[src/rtl/cond_pkg.sv]
// Shared types for the condition/flag unit: ARM condition codes, NZCV bit positions
// and flag-write selects.
package cond_pkg;

  typedef enum logic [3:0] {
    EQ = 4'h0,
    NE = 4'h1,
    CS = 4'h2,
    CC = 4'h3,
    MI = 4'h4,
    PL = 4'h5,
    VS = 4'h6,
    VC = 4'h7,
    HI = 4'h8,
    LS = 4'h9,
    GE = 4'hA,
    LT = 4'hB,
    GT = 4'hC,
    LE = 4'hD,
    AL = 4'hE,
    NV = 4'hF
  } cond_e;

  localparam int unsigned N_B = 3;
  localparam int unsigned Z_B = 2;
  localparam int unsigned C_B = 1;
  localparam int unsigned V_B = 0;

  typedef enum logic [1:0] {
    FW_NONE = 2'b00,
    FW_CV   = 2'b01,
    FW_NZ   = 2'b10,
    FW_ALL  = 2'b11
  } flagw_e;

  typedef struct packed {
    logic valid;
    logic pcs;
    logic regw;
    logic memw;
    logic cond_ex;
    logic illegal;
  } out_t;

endpackage

[src/rtl/cond_check.sv]
// Combinational condition evaluator: decodes a 4-bit condition field against NZCV.
module cond_check
  import cond_pkg::*;
(
  input  logic [3:0] cond,
  input  logic [3:0] flags,
  output logic       cond_ex
);

  logic n, z, c, v;

  assign n = flags[N_B];
  assign z = flags[Z_B];
  assign c = flags[C_B];
  assign v = flags[V_B];

  always_comb begin
    cond_ex = 1'b0;
    unique case (cond_e'(cond))
      EQ: cond_ex = z;
      NE: cond_ex = ~z;
      CS: cond_ex = c;
      CC: cond_ex = ~c;
      MI: cond_ex = n;
      PL: cond_ex = ~n;
      VS: cond_ex = v;
      VC: cond_ex = ~v;
      HI: cond_ex = c & ~z;
      LS: cond_ex = ~c | z;
      GE: cond_ex = (n == v);
      LT: cond_ex = (n != v);
      GT: cond_ex = ~z & (n == v);
      LE: cond_ex = z | (n != v);
      AL: cond_ex = 1'b1;
      NV: cond_ex = 1'b0;
    endcase
  end

endmodule

[src/rtl/cond_flag_unit.sv]
// Architectural NZCV register, condition gating of PCSrc/RegWrite/MemWrite and a
// saturating count of squashed instructions.
module cond_flag_unit
  import cond_pkg::*;
#(
  parameter int unsigned CNT_W = 16
) (
  input  logic             clk,
  input  logic             rst_n,
  input  logic             valid_in,
  input  logic             stall,
  input  logic             flush,
  input  logic [3:0]       cond,
  input  logic [1:0]       flag_w,
  input  logic [3:0]       alu_flags,
  input  logic             pcs_in,
  input  logic             regw_in,
  input  logic             memw_in,
  input  logic             no_write,
  output logic             valid_out,
  output logic             pcs_out,
  output logic             regw_out,
  output logic             memw_out,
  output logic             cond_ex_q,
  output logic             illegal_cond,
  output logic [3:0]       flags_q,
  output logic [CNT_W-1:0] squash_cnt
);

  logic             cond_ex;
  logic             issue;
  logic             live;
  logic [3:0]       flags_d;
  logic [CNT_W-1:0] cnt_d;
  out_t             out_d;
  out_t             out_q;

  cond_check u_cond_check (
    .cond    (cond),
    .flags   (flags_q),
    .cond_ex (cond_ex)
  );

  assign issue = valid_in & ~flush;
  assign live  = issue & ~stall;

  // Flags only move on a live, executing instruction; the condition always sees pre-edge flags.
  always_comb begin
    flags_d = flags_q;
    if (live && cond_ex) begin
      if (flag_w[1]) begin
        flags_d[N_B] = alu_flags[N_B];
        flags_d[Z_B] = alu_flags[Z_B];
      end
      if (flag_w[0]) begin
        flags_d[C_B] = alu_flags[C_B];
        flags_d[V_B] = alu_flags[V_B];
      end
    end
  end

  always_comb begin
    cnt_d = squash_cnt;
    if (live && !cond_ex && (squash_cnt != {CNT_W{1'b1}})) begin
      cnt_d = squash_cnt + CNT_W'(1);
    end
  end

  always_comb begin
    out_d         = '0;
    out_d.valid   = issue;
    out_d.cond_ex = cond_ex & issue;
    out_d.pcs     = pcs_in & cond_ex & issue;
    out_d.regw    = regw_in & ~no_write & cond_ex & issue;
    out_d.memw    = memw_in & cond_ex & issue;
    out_d.illegal = issue & (cond == 4'hF);
  end

  always_ff @(posedge clk or negedge rst_n) begin
    if (!rst_n) begin
      flags_q    <= 4'b0000;
      squash_cnt <= '0;
      out_q      <= '0;
    end else begin
      flags_q    <= flags_d;
      squash_cnt <= cnt_d;
      if (!stall) begin
        out_q <= out_d;
      end
    end
  end

  assign valid_out    = out_q.valid;
  assign pcs_out      = out_q.pcs;
  assign regw_out     = out_q.regw;
  assign memw_out     = out_q.memw;
  assign cond_ex_q    = out_q.cond_ex;
  assign illegal_cond = out_q.illegal;

endmodule
[config.mk]
export PLATFORM = sky130hd
export DESIGN_NAME = cond_flag_unit
export DESIGN_NICKNAME = d
export VERILOG_FILES = /design/src/rtl/cond_pkg.sv /design/src/rtl/cond_check.sv /design/src/rtl/cond_flag_unit.sv
export SDC_FILE = /design/constraint.sdc
export NUM_CORES = 1
export LEC_CHECK = 0
export CORE_UTILIZATION = 42
export DETAILED_ROUTE_END_ITERATION = 7
export PLACE_DENSITY = 0.84
export SYNTH_ARGS = -nofsm -noshare
export SYNTH_HDL_FRONTEND = slang
export SYNTH_SLANG_ARGS = --single-unit
[constraint.sdc]
create_clock -name clk -period 1.9 [get_ports clk]
set_clock_uncertainty 0.1 [all_clocks]
set_input_delay 0.475 -clock clk [delete_from_list [all_inputs] [get_ports clk]]
set_output_delay 0.475 -clock clk [all_outputs]
set_load 0.1 [all_outputs]
==> flow_summary_export.csv <==
group,metric,value,unit
run_status,outcome,"finished, violations left",
run_status,violations,"negative setup slack",
critical_path,reg2reg_slack,-340,ps
floorplan,rows,21,
drt,drc,0,
cells_and_area,n_fill_cell,169,
cells_and_area,antennaDiodeCount,0,
critical_path,start_kind,"flip-flop",
sta,period_share,118,%
sta,drv_slew,0,
cells_and_area,regArea,708,um2
logic_synthesis,synth_warnings,0,
clock_tree,cts_tree,"done",
critical_path,crit_start,"flags_q[3]$_DFFE_PN0P_",
hold_path,hp-class,"in2async",
floorplan,initial_core_util,43.8,%
logic_synthesis,syn-cell-area,1460,um2
logic_synthesis,synth.distinct_cells,45,
clock_tree,insertion_delay,340,ps
critical_path,arrival,2420,ps
critical_path,rr_endpoint,"squash_cnt[13]$_DFFE_PN0P_",
drt,drt_first_pass_iters,4,
clock_tree,clkTransAtPathRegs,150,ps
floorplan,design.portCount,45,
placement,io_buffers,44,
sta,rsz0062_at_grt,"yes",
clock_tree,htreeDepth,1,
clock_tree,ctsHoldBuffers,0,
power_and_ir_drop,powerDensity,1090,nW/um2
grt,antenna_found_initial,0,
cells_and_area,multi_input_area,1070,um2
power_and_ir_drop,ir_drop,0.00124,V
logic_synthesis,yosysSeqAreaShare,44.5,%
critical_path,end_kind,"flip-flop",
grt,grt_overflow,0,
critical_path,reg2regPathDepth,7,
floorplan,core-area,3340,um2
placement,post-place-ws,-1010,ps
drt,via_count,1507,
logic_synthesis,ys.flop_type,"dfrtp_1",
critical_path,critPathRequiredTime,2080,ps
drt,viasPerCell,5.89,
grt,grt_max_degree,27,
floorplan,die_w,61.0,um
logic_synthesis,synth.avg_cell_area,11.1,um2
sta,fin_ws,-337,ps
cells_and_area,drive_above_1_share,63.3,%
power_and_ir_drop,total_power,3.13,mW
clock_tree,cts_sinks,26,
critical_path,r2r_start,"flags_q[3]$_DFFE_PN0P_",
grt,grt_pass1_wl,8020,um
logic_synthesis,ys_ff_latch,26,
grt,grt_pass1_vias,1585,
clock_tree,root_buffer,"clkbuf_4",
drt,drt-total-wl,5450,um
sta,setup_tns,-6330,ps
power_and_ir_drop,p_leak,1.24,nW
logic_synthesis,netlist_instances,132,
sta,max_slew_margin,68.3,%
clock_tree,cts_inserted_buffers,3,
critical_path,cp_max_fo,7,
floorplan,die_h,61.0,um
grt,track_usage,30.6,%
drt,post_drt_wl_per_cell,21.3,um
logic_synthesis,synth-edff-count,0,
logic_synthesis,synthArstFlopShare,100,%
cells_and_area,num-nets-final,231,
clock_tree,clock_path_buffers,2,
sta,fmax,447,MHz
placement,gp_congestion,0.794,
logic_synthesis,syn_nets,152,
floorplan,dieArea,3720,um2
placement,dpl.hpwl,3000,um
cells_and_area,area_delta_synth_final,96.3,%
sta,fin_hold_ws,385,ps
sta,tightest_slew,473,ps
run,drv_cap,0,
drt,ant_nets,0,
critical_path,critical_path_class,"reg2reg",
sta,hold_viol,0,
sta,setup_violations,24,
drt,first_iter_violations,84,
sta,min_period,2240,ps
-- placed cells by master, fill, tap and decap left out, drive strengths merged, types with 2 or more instances in the layout --
| master | synthesis | final |
|---|---|---|
| dfrtp | 26 | 26 |
| buf | 3 | 59 |
| nor4b | 3 | 3 |
| nand4 | 6 | 6 |
| mux2i | 4 | 4 |
| nor4 | 7 | 7 |
| nor2 | 7 | 7 |
| mux2 | 6 | 6 |
| and4 | 2 | 2 |
| clkdlybuf4s50 | 0 | 14 |
| nand2 | 9 | 9 |
| nor3 | 6 | 6 |
| and3b | 3 | 3 |
| nand3 | 7 | 7 |
| xor2 | 15 | 15 |
| a22o | 2 | 2 |
| nor3b | 2 | 2 |
| o21ai | 3 | 3 |
| clkbuf | 0 | 3 |
| nand3b | 2 | 2 |
| and2 | 4 | 4 |
| clkdlybuf4s15 | 0 | 3 |
-- per-stage QoR --
step | area [um2] | instances | util, %
6_report | 2870 | 256 | 86.1
5_1_grt | 2870 | 256 | 86.1
4_1_cts | 2810 | 253 | 84.1
3_5_place_dp | 2510 | 245 | 75.2
3_3_place_gp | 2510 | 245 | 75.2
2_1_floorplan | 1580 | 132 | -
-- registers in the layout (all words and copies together) (netlist names) --
name and flops:
cond_ex_q 1, flags_q 4, illegal_cond 1, memw_out 1, pcs_out 1, regw_out 1, squash_cnt 16, valid_out 1
-- cell usage after synthesis, drive strengths merged (2+ instances only) --
cell type / n / area, um2
nand4: 6 / 37.5
nand3: 7 / 35.0
nor4b: 3 / 32.5
xor2: 15 / 131
nor4: 7 / 71.3
and4: 2 / 20.0
nand2: 9 / 33.8
nand3b: 2 / 15.0
mux2i: 4 / 43.8
nor3b: 2 / 15.0
and2: 4 / 30.0
a22o: 2 / 17.5
dfrtp: 26 / 651
mux2: 6 / 67.6
nor3: 6 / 35.0
and3b: 3 / 30.0
buf: 3 / 20.0
o21ai: 3 / 15.0
nor2: 7 / 28.8
-- kinds of logic (layout without fill, tap and decap cells) --
kind of cell               after synthesis  after routing  synth area share, %
and+or+nand+nor                         64             64                 29.4
xor gates and xnor gates                16             16                 9.58
AOI/OAI and AO/OA                       11             11                 6.42
muxes                                   10             10                 7.61
buffers and inverters                    4             82                 1.62
DFF                                     26             26                 44.5
adders and majority gates                1              1                0.855
-- per-layer routing --
metal	track usage, %	vias up	routed length [um]
met5	0	-	0
met4	14.6	0	201
met3	8.19	23	366
met2	53.7	80	2910
met1	34.5	755	1970
li1	-	649	-
-- power by group --
part / switching [mW] / internal, mW
logic: 1.12 / 0.777
registers: 0.134 / 0.692
clock network: 0.185 / 0.214
-- worst max-delay path, cell delays in order (launching register included) --
cell,delay [ps]
dfrtp_4,550
mux2i_2,220
mux2i_1,260
and4_4,320
buf_6,130
o211ai_4,170
nor3_2,260
xor2_1,160
-- layout make-up --
class / instances / area share (%)
clock buffers: 3 / 0.784
clock inverters: 1 / 1.05
inverters: 1 / 0.131
multi-input cells: 102 / 37.3
flip-flops and latches: 26 / 24.7
well taps: 46 / 2.00
repair buffers: 77 / 34.0
-- worst max path at each step --
| stage | to |
|---|---|
| after global placement | flags_q[3]$_DFFE_PN0P_ |
| after global routing | squash_cnt[13]$_DFFE_PN0P_ |
| after CTS | squash_cnt[11]$_DFFE_PN0P_ |
| final | squash_cnt[13]$_DFFE_PN0P_ |
| after detailed placement | flags_q[2]$_DFFE_PN0P_ |
| after floorplan | flags_q[2]$_DFFE_PN0P_ |
-- repair_timing --
item / 4_1_cts / 5_1_grt
resized for setup: 47 / 10
buffers inserted: 4 / 4
gates cloned: 0 / 0
pin swaps: 21 / 19
endpoints found under the setup margin: 24 / 24
(Power assumes the default switching activity.)
